$ cat config.mk
export PLATFORM = sky130hd
export DESIGN_NAME = sweep_controller
export DESIGN_NICKNAME = d
export VERILOG_FILES = /design/src/rtl/sweep_controller.sv
export SDC_FILE = /design/constraint.sdc
export NUM_CORES = 1
export LEC_CHECK = 0
export ABC_AREA = 0
export CORE_UTILIZATION = 50
export CTS_CLUSTER_DIAMETER = 120
export CTS_CLUSTER_SIZE = 24
export DETAILED_ROUTE_END_ITERATION = 7
export HOLD_SLACK_MARGIN = 0.02
export PLACE_DENSITY = 0.83
export SYNTH_ARGS = -nofsm -noshare
export SYNTH_HDL_FRONTEND = slang
export SYNTH_SLANG_ARGS = --single-unit
$ cat constraint.sdc
create_clock -name CLK -period 5.7 [get_ports CLK]
set_clock_uncertainty 0.1 [all_clocks]
set_input_delay 1.425 -clock CLK [delete_from_list [all_inputs] [get_ports CLK]]
set_output_delay 1.425 -clock CLK [all_outputs]
set_load 0.03 [all_outputs]
$ cat src/rtl/sweep_controller.sv
// Single-axis sweep sequencer: home CW, sweep CCW tracking the brightest ADC
// sample, then seek back to it. Define SWEEP_TIMEOUT_EN for the per-state watchdog.
module sweep_controller #(
  parameter logic [31:0] PW_MIN  = 32'd1000,
  parameter logic [31:0] PW_MAX  = 32'd25000,
  parameter int          ADC_W   = 12
`ifdef SWEEP_TIMEOUT_EN
  , parameter logic [31:0] TIMEOUT = 32'd50000000
`endif
) (
  input  logic             CLK,
  input  logic             RST,
  input  logic             start,
  input  logic [ADC_W-1:0] adc_value,
  input  logic             adc_valid,
  input  logic [31:0]      servo_position,
  input  logic             PWM_limit,
  output logic             BTN_0,
  output logic             BTN_1,
  output logic             MC,
  output logic             ES,
  output logic [31:0]      pulseWidth_max,
  output logic [ADC_W-1:0] max_value,
  output logic             busy,
  output logic             done,
  output logic             error
);

  // state    | meaning
  // ST_IDLE  | waiting for start, servo released
  // ST_HOME  | driving CW until servo_position <= PW_MIN
  // ST_SWEEP | driving CCW, capturing brightest sample and its pulse width
  // ST_SEEK  | driving CW back to pulseWidth_max
  typedef enum logic [1:0] {ST_IDLE, ST_HOME, ST_SWEEP, ST_SEEK} state_t;

  state_t           state, state_nxt;
  logic             btn0_nxt, btn1_nxt, mc_nxt, es_nxt, busy_nxt, done_nxt;
  logic [31:0]      pw_nxt;
  logic [ADC_W-1:0] max_nxt;
  logic             new_max;
  logic             sweep_end;
  logic             tmo_hit;

`ifdef SWEEP_TIMEOUT_EN
  logic [31:0] tmr;
  logic        error_q;

  assign tmo_hit = (state != ST_IDLE) && (tmr == 32'd0);
  assign error   = error_q;

  // Reloaded on every state change so each motion state gets the full budget.
  always_ff @(posedge CLK) begin
    if (RST) begin
      tmr     <= '0;
      error_q <= 1'b0;
    end else begin
      if (tmo_hit)
        error_q <= 1'b1;
      if (state_nxt != state)
        tmr <= TIMEOUT - 32'd1;
      else if (tmr != 32'd0)
        tmr <= tmr - 32'd1;
    end
  end
`else
  assign tmo_hit = 1'b0;
  assign error   = 1'b0;
`endif

  assign new_max   = (state == ST_SWEEP) && adc_valid && (adc_value > max_value);
  assign sweep_end = PWM_limit || (servo_position >= PW_MAX);

  always_comb begin
    state_nxt = state;
    btn0_nxt  = 1'b0;
    btn1_nxt  = 1'b0;
    mc_nxt    = 1'b0;
    es_nxt    = 1'b0;
    done_nxt  = 1'b0;
    busy_nxt  = 1'b1;
    pw_nxt    = pulseWidth_max;
    max_nxt   = max_value;

    case (state)
      ST_IDLE: begin
        busy_nxt = 1'b0;
        if (start) begin
          state_nxt = ST_HOME;
          busy_nxt  = 1'b1;
          btn1_nxt  = 1'b1;
          max_nxt   = '0;
          pw_nxt    = PW_MIN;
        end
      end
      ST_HOME: begin
        if (servo_position <= PW_MIN) begin
          state_nxt = ST_SWEEP;
          btn0_nxt  = 1'b1;
          es_nxt    = 1'b1;
        end else begin
          btn1_nxt = 1'b1;
        end
      end
      ST_SWEEP: begin
        // A sample arriving in the final sweep cycle still counts.
        if (new_max) begin
          max_nxt = adc_value;
          pw_nxt  = servo_position;
          mc_nxt  = 1'b1;
        end
        if (sweep_end) begin
          state_nxt = ST_SEEK;
          btn1_nxt  = servo_position > pw_nxt;
        end else begin
          btn0_nxt = 1'b1;
          es_nxt   = 1'b1;
        end
      end
      ST_SEEK: begin
        if (servo_position <= pulseWidth_max) begin
          state_nxt = ST_IDLE;
          done_nxt  = 1'b1;
          busy_nxt  = 1'b0;
        end else begin
          btn1_nxt = 1'b1;
        end
      end
      default: begin
        state_nxt = ST_IDLE;
        busy_nxt  = 1'b0;
      end
    endcase

    if (tmo_hit) begin
      state_nxt = ST_IDLE;
      btn0_nxt  = 1'b0;
      btn1_nxt  = 1'b0;
      es_nxt    = 1'b0;
      done_nxt  = 1'b0;
      busy_nxt  = 1'b0;
    end
  end

  always_ff @(posedge CLK) begin
    if (RST) begin
      state          <= ST_IDLE;
      BTN_0          <= 1'b0;
      BTN_1          <= 1'b0;
      MC             <= 1'b0;
      ES             <= 1'b0;
      busy           <= 1'b0;
      done           <= 1'b0;
      pulseWidth_max <= PW_MIN;
      max_value      <= '0;
    end else begin
      state          <= state_nxt;
      BTN_0          <= btn0_nxt;
      BTN_1          <= btn1_nxt;
      MC             <= mc_nxt;
      ES             <= es_nxt;
      busy           <= busy_nxt;
      done           <= done_nxt;
      pulseWidth_max <= pw_nxt;
      max_value      <= max_nxt;
    end
  end

endmodule

==> results of run 1 <==
[layout make-up]
class | instances | share of cell area [%]
clock buffers | 5 | 1.34
clock inverters | 3 | 0.853
multi-input cells | 347 | 51.8
repair buffers | 103 | 20.1
inverters | 48 | 3.51
well taps | 102 | 2.49
flip-flops and latches | 51 | 19.9
[worst min path at each step]
stage | endpoint | slack (ns) | depth (start not counted)
4_1_cts | pulseWidth_max[6] | 0.41 | 2
6_report | pulseWidth_max[6] | 0.41 | 2
3_3_place_gp | max_value[5] | 0.38 | 1
5_1_grt | pulseWidth_max[4] | 0.42 | 1
2_1_floorplan | state[0] | 0.43 | 2
3_5_place_dp | pulseWidth_max[30] | 0.38 | 1
[synthesized netlist by cell type (2+ instances only)]
master     instances
dfxtp_1           51
buf_6              2
a21o_1             8
nand2_1           22
o21ai_1            3
a221oi_1           3
nand4_1           17
and4_1             2
o21a_1             4
inv_1             48
nor4_1             8
o2111ai_1          2
and3_1             2
a221o_1            2
nor2_1            41
a31oi_1            3
o31a_1             2
a22o_1            38
ha_1              80
nor2b_1            4
a2bb2oi_1          6
o211ai_1           3
nor3_1             4
o21ai_0            7
a21oi_1           56
buf_4              3
a211oi_1           4
a21oi_2            2
buf_2             12
o311ai_1           2
nand3_1            6
nand2b_1           3
[logic make-up (layout without fill, tap and decap cells)]
| kind of cell | Yosys count | after routing | share of synthesized area, % |
|---|---|---|---|
| AO/OA/AOI/OAI | 151 | 151 | 26.9 |
| AND/OR/NAND/NOR | 114 | 114 | 14.3 |
| adder cells (fa/ha/maj) | 80 | 80 | 25.3 |
| buffers and inverters | 66 | 159 | 7.31 |
| flip-flops | 51 | 51 | 25.8 |
| other | 1 | 1 | 0.0948 |
| multiplexers | 1 | 1 | 0.285 |
[registers in the layout, summed over array words and instances (netlist names)]
signal and cells:
max_value 12, BTN_1 1, pulseWidth_max 32, MC 1, ES 1, busy 1, done 1, state 2
[cells in the final DEF (no fill, tap or decap), types with 2 or more instances in the layout]
cell             count
a221o_1              2
nand2b_1             3
o21a_1               4
o311ai_1             2
dfxtp_1             51
clkbuf_8             5
o31a_1               2
a31oi_1              2
clkdlybuf4s50_1     98
o21ai_0              7
nand3_1              6
a221oi_1             3
a2bb2oi_1            6
ha_1                80
a21oi_1             56
buf_4                4
a22o_1              38
nand2_1             22
a21oi_2              2
and4_1               2
o2111ai_1            2
a21o_1               8
and3_1               2
nor3_1               4
nand4_1             17
inv_1               48
o21ai_1              3
nor2_1              41
nor2b_1              4
nor4_1               8
o211ai_1             3
a211oi_1             4
[power breakdown]
part	leakage (nW)	switching, mW	total (mW)	internal (mW)
clock network	0.0581	0.128	0.259	0.131
registers	0.412	0.0140	0.387	0.373
logic	1.57	0.276	0.452	0.176
[layer usage]
metal	vias to the layer above	global-route usage, %	routed length, µm
met5	-	0	0
met4	0	11.4	267
met3	22	4.10	596
met2	161	46.5	5380
met1	1870	32.0	4550
li1	1902	-	-
[stage by stage]
stage | power (mW) | hold WS (ns) | std cells | util (%) | area, µm²
2_1_floorplan | 0.682 | 0.435 | 464 | - | 3960
3_3_place_gp | 0.817 | 0.382 | 651 | 65.3 | 5020
3_5_place_dp | 0.840 | 0.384 | 651 | 65.3 | 5020
4_1_cts | 1.10 | 0.410 | 659 | 66.8 | 5130
5_1_grt | 1.17 | 0.424 | 659 | 66.8 | 5130
6_report | 1.10 | 0.410 | 659 | 66.8 | 5130
[tightest hold or removal path, delay by kind of cell (launching register included)]
family,cells,cell delay (ns)
buffers and inverters,1,0.09
AO/OA/AOI/OAI,1,0.06
flip-flops,1,0.32
==> flow_summary_export.csv, run 1 <==
group,metric,value,unit
detailed_routing,vias,3955,
clock_network,cts-htree-levels,2,
logic_synthesis,netlist_area,0.00396,mm²
global_route,antenna_found_initial,0,
layout,nFillCells,622,
clock_network,cts_tree,"built",
clock_network,cts_setup_buffers,0,
die,initial_core_util,51.4,%
logic_synthesis,yosysSeqAreaShare,25.8,%
die,io_pins,100,
clock_network,cts-root-buf,"clkbuf_8",
flow_run,cap_violations,0,
logic_synthesis,synth_top_cells_by_area,"dfxtp_1, ha_1, a22o_1",
setup_path,r2r-start,"max_value[5]",
detailed_routing,via_per_inst,6.00,
logic_synthesis,synthesis.nets,593,
die,die_w,90.9,µm
layout,drive_above_1_share,3.59,%
layout,area_growth,29.8,%
setup_path,critPathArrivalTime,5.30,ns
logic_synthesis,ys_types,46,
die,die_area,0.00827,mm²
logic_synthesis,synthCells,464,
global_route,grt_pass1_vias,3878,
logic_synthesis,synthArstFlopShare,0,%
setup_path,path_cells,"clkdlybuf4s50_1 -> ha_1 -> nor2b_1 -> o21a_1 -> o21a_1 -> o21ai_1 -> a31oi_4 -> nor2_1 -> a21oi_1 -> ha_1 -> nand4_1 -> nor4_1 -> nand4_1 -> o41ai_1 -> a211oi_1 -> o31a_1",
layout,num_antenna_cells,0,
place,gp_congestion,0.888,
logic_synthesis,post-synth-top-area-cell,"dfxtp_1",
die,coreArea,0.00769,mm²
place,io_buffers,98,
min_path,min-delay-start,"pulseWidth_max[6]",
timing,rsz0062_at_grt,"false",
die,fp-row-count,32,
min_path,hp-class,"reg2reg",
timing,fin_crit,5.19,ns
logic_synthesis,synth_warnings,0,
setup_path,critPathLaunch,"adc_value[1]",
setup_path,setup.worst_path.end,"BTN_1",
timing,hold_viol,0,
setup_path,cpPeakStageDelay,0.45,ns
clock_network,cts.path.max_buffers,2,
timing,setup_viol_count_final,0,
clock_network,cts.sinks,51,
setup_path,crit_path_start_kind,"input pin",
global_route,grt_max_degree,36,
logic_synthesis,syn_area_per_cell,8.52,µm²
detailed_routing,finalWirelength,10800,µm
detailed_routing,wl_per_cell,16.4,µm
global_route,grt_usage,26.5,%
layout,multiInputGateArea,0.00266,mm²
setup_path,r2r_cells,15,
setup_path,criticalPathCategory,"in2reg",
timing,relSlewSlack,59.3,%
detailed_routing,drt_iter0_drc,227,
power_and_ir_drop,p_per_area,214,mW/mm²
clock_network,clkLatencyLatePin,0.32,ns
place,place_hpwl,8480,µm
layout,final_nets,685,
setup_path,cpMaxStageDelayCell,"nor4_1",
clock_network,cts_resized,0,
run_status,outcome,"complete, no violations",
clock_network,path_clk_slew,0.09,ns
timing,worstMarginPinSlew,0.611,ns
global_route,grt_overflow,0,
clock_network,holdBufCountCts,0,
setup_path,path_buf_inv,1,
timing,maxSlewViolCount,0,
logic_synthesis,synth_edf_count,0,
place,pre_cts_ws,0.163,ns
setup_path,crit_path_end_kind,"flop",
setup_path,path_max_fanout,23,
power_and_ir_drop,p_leak,2.04,nW
detailed_routing,firstDrtPassIters,4,
global_route,grt_pass1_wl,17800,µm
setup_path,crit_family,"compound AO/OA/AOI/OAI gates",
timing,tns,0,ns
clock_network,cts_buffers,5,
die,die_height,90.9,µm
logic_synthesis,ys_seq_elements,51,
layout,seqCellArea,0.00102,mm²
timing,finalWorstSetupSlack,0.507,ns
detailed_routing,drc_errors,0,
logic_synthesis,synth_top_area_share,25.8,%
setup_path,cp_num_cells,16,
timing,final.period_utilization,91.1,%
detailed_routing,postRouteAntennaNets,0,
setup_path,r2r-end,"BTN_1",
logic_synthesis,synthFlopType,"dfxtp_1",
setup_path,regToRegSetupSlack,1.64,ns
timing,fmax,193,MHz
setup_path,crit_required,5.81,ns
power_and_ir_drop,peakVddDrop,0.000121,V
Power figures use the tool's default switching activity.
==> run 2: changes to the inputs <==
Settings changed: CORE_ASPECT_RATIO set to 0.8.
==> flow_summary_export.csv, run 2 (same netlist as run 1, synthesis figures left out) <==
group,metric,value,unit
setup_path,cp_num_cells,16,
setup_path,setup.worst_path.end,"BTN_1",
detailed_routing,finalWirelength,11100,µm
detailed_routing,drc_errors,0,
timing,finalWorstSetupSlack,0.494,ns
timing,worstMarginPinSlew,0.690,ns
global_route,grt_usage,27.8,%
power_and_ir_drop,p_per_area,206,mW/mm²
place,place_hpwl,8830,µm
clock_network,cts-htree-levels,2,
die,die_height,81.6,µm
layout,largest_reg_flops,32,
die,coreArea,0.00753,mm²
clock_network,clkLatencyLatePin,0.31,ns
setup_path,crit_family,"compound AO/OA/AOI/OAI gates",
layout,num_antenna_cells,0,
power_and_ir_drop,peakVddDrop,0.000164,V
power_and_ir_drop,p_leak,2.02,nW
setup_path,path_max_fanout,25,
global_route,grt_max_degree,43,
die,die_w,101,µm
global_route,grt_overflow,0,
setup_path,cpMaxStageDelayCell,"clkdlybuf4s50_1",
timing,setup_viol_count_final,0,
setup_path,crit_required,5.82,ns
layout,reg_top3,"pulseWidth_max (32), max_value (12), state (2)",
layout,regMostFlops,"pulseWidth_max",
die,fp-row-count,28,
timing,hold_viol,0,
die,io_pins,100,
clock_network,cts_resized,0,
detailed_routing,wl_per_cell,16.8,µm
clock_network,cts.path.max_buffers,2,
layout,final_cell_area,0.00511,mm²
setup_path,r2r-end,"BTN_1",
timing,final.period_utilization,91.3,%
run_status,outcome,"complete, no violations",
layout,drive_above_1_share,3.42,%
timing,rsz0062_at_grt,"false",
setup_path,path_cells,"clkdlybuf4s50_1 -> ha_1 -> nor2b_1 -> o21a_1 -> o21a_1 -> o21ai_1 -> a31oi_4 -> nor2_1 -> a21oi_1 -> ha_1 -> nand4_1 -> nor4_1 -> nand4_1 -> o41ai_1 -> a211oi_1 -> o31a_1",
die,initial_core_util,52.5,%
place,io_buffers,98,
place,pre_cts_ws,0.221,ns
setup_path,cpPeakStageDelay,0.44,ns
detailed_routing,vias,3890,
setup_path,critPathLaunch,"adc_value[1]",
global_route,antenna_found_initial,0,
timing,fmax,192,MHz
setup_path,crit_path_start_kind,"input pin",
setup_path,criticalPathCategory,"in2reg",
layout,final_nets,684,
setup_path,path_buf_inv,1,
place,gp_congestion,0.936,
clock_network,cts_buffers,5,
clock_network,cts.sinks,51,
layout,final_common_cell,"clkdlybuf4s50_1",
global_route,grt_pass1_wl,17800,µm
detailed_routing,postRouteAntennaNets,0,
clock_network,cts-root-buf,"clkbuf_8",
setup_path,r2r_cells,15,
flow_run,cap_violations,0,
setup_path,regToRegSetupSlack,1.66,ns
global_route,grt_pass1_vias,3649,
timing,maxSlewViolCount,0,
clock_network,holdBufCountCts,0,
layout,area_growth,29.1,%
setup_path,r2r-start,"max_value[5]",
setup_path,critPathArrivalTime,5.32,ns
detailed_routing,firstDrtPassIters,4,
timing,relSlewSlack,54.0,%
detailed_routing,drt_iter0_drc,248,
timing,tns,0,ns
clock_network,cts_setup_buffers,0,
timing,fin_crit,5.21,ns
layout,layout_common_cells,"clkdlybuf4s50_1, ha_1, a21oi_1",
clock_network,path_clk_slew,0.11,ns
min_path,hp-class,"reg2reg",
setup_path,crit_path_end_kind,"flop",
detailed_routing,via_per_inst,5.89,
place,place_area,0.00502,mm²
clock_network,cts_tree,"built",
die,die_area,0.00827,mm²
[run 2: cell types whose count changed in the layout (fill, tap and decap cells not counted)]
cell | previous run | this run
bufinv_16 | 1 | 0
inv_6 | 0 | 1
buf_4 | 4 | 3
[run 2: through the flow]
stage	instances	utilization [%]	total power, mW	hold WS [ns]
after global placement	653	66.6	0.816	0.381
after global routing	661	67.8	1.12	0.428
after detailed placement	653	66.6	0.834	0.382
final	661	67.8	1.05	0.404
after floorplan	464	-	0.682	0.435
after CTS	661	67.8	1.06	0.410
[run 2: power by group]
| part | internal (mW) | switching (mW) |
|---|---|---|
| registers | 0.373 | 0.0121 |
| logic | 0.169 | 0.280 |
| clock network | 0.0884 | 0.132 |
| total | 0.630 | 0.424 |
[run 2: layout make-up]
| class | count | area [µm²] |
|---|---|---|
| clock buffers | 5 | 68.8 |
| clock inverters | 3 | 22.5 |
| fillers | 654 | 2420 |
| inverters | 48 | 180 |
| multi-input cells | 347 | 2660 |
| flip-flops and latches | 51 | 1020 |
| well taps | 105 | 131 |
| repair buffers | 102 | 1020 |
[run 2: worst min path at each step]
stage / from / endpoint / cells after the start
finish: pulseWidth_max[7] / pulseWidth_max[7] / 2
global route: pulseWidth_max[27] / pulseWidth_max[27] / 1
CTS: pulseWidth_max[7] / pulseWidth_max[7] / 2
detailed placement: pulseWidth_max[4] / pulseWidth_max[4] / 1
global placement: pulseWidth_max[17] / pulseWidth_max[17] / 1
floorplan: state[0] / state[0] / 2
[run 2: worst register-to-register path, delay by kind of cell (launching register included)]
kind,cells,cell delay (ns)
simple gates,4,0.96
compound gates,8,1.83
buf+inv,1,0.05
fa+ha+maj,2,0.63
flops,1,0.37
[run 2: per-layer routing]
| metal | share of wire [%] | track usage [%] | up-vias |
|---|---|---|---|
| met2 | 44 | 44.8 | 165 |
| met5 | 0 | 0 | - |
| met1 | 47 | 37.7 | 1808 |
| met3 | 8.5 | 6.81 | 8 |
| met4 | 0.70 | 5.36 | 0 |
| li1 | - | - | 1909 |
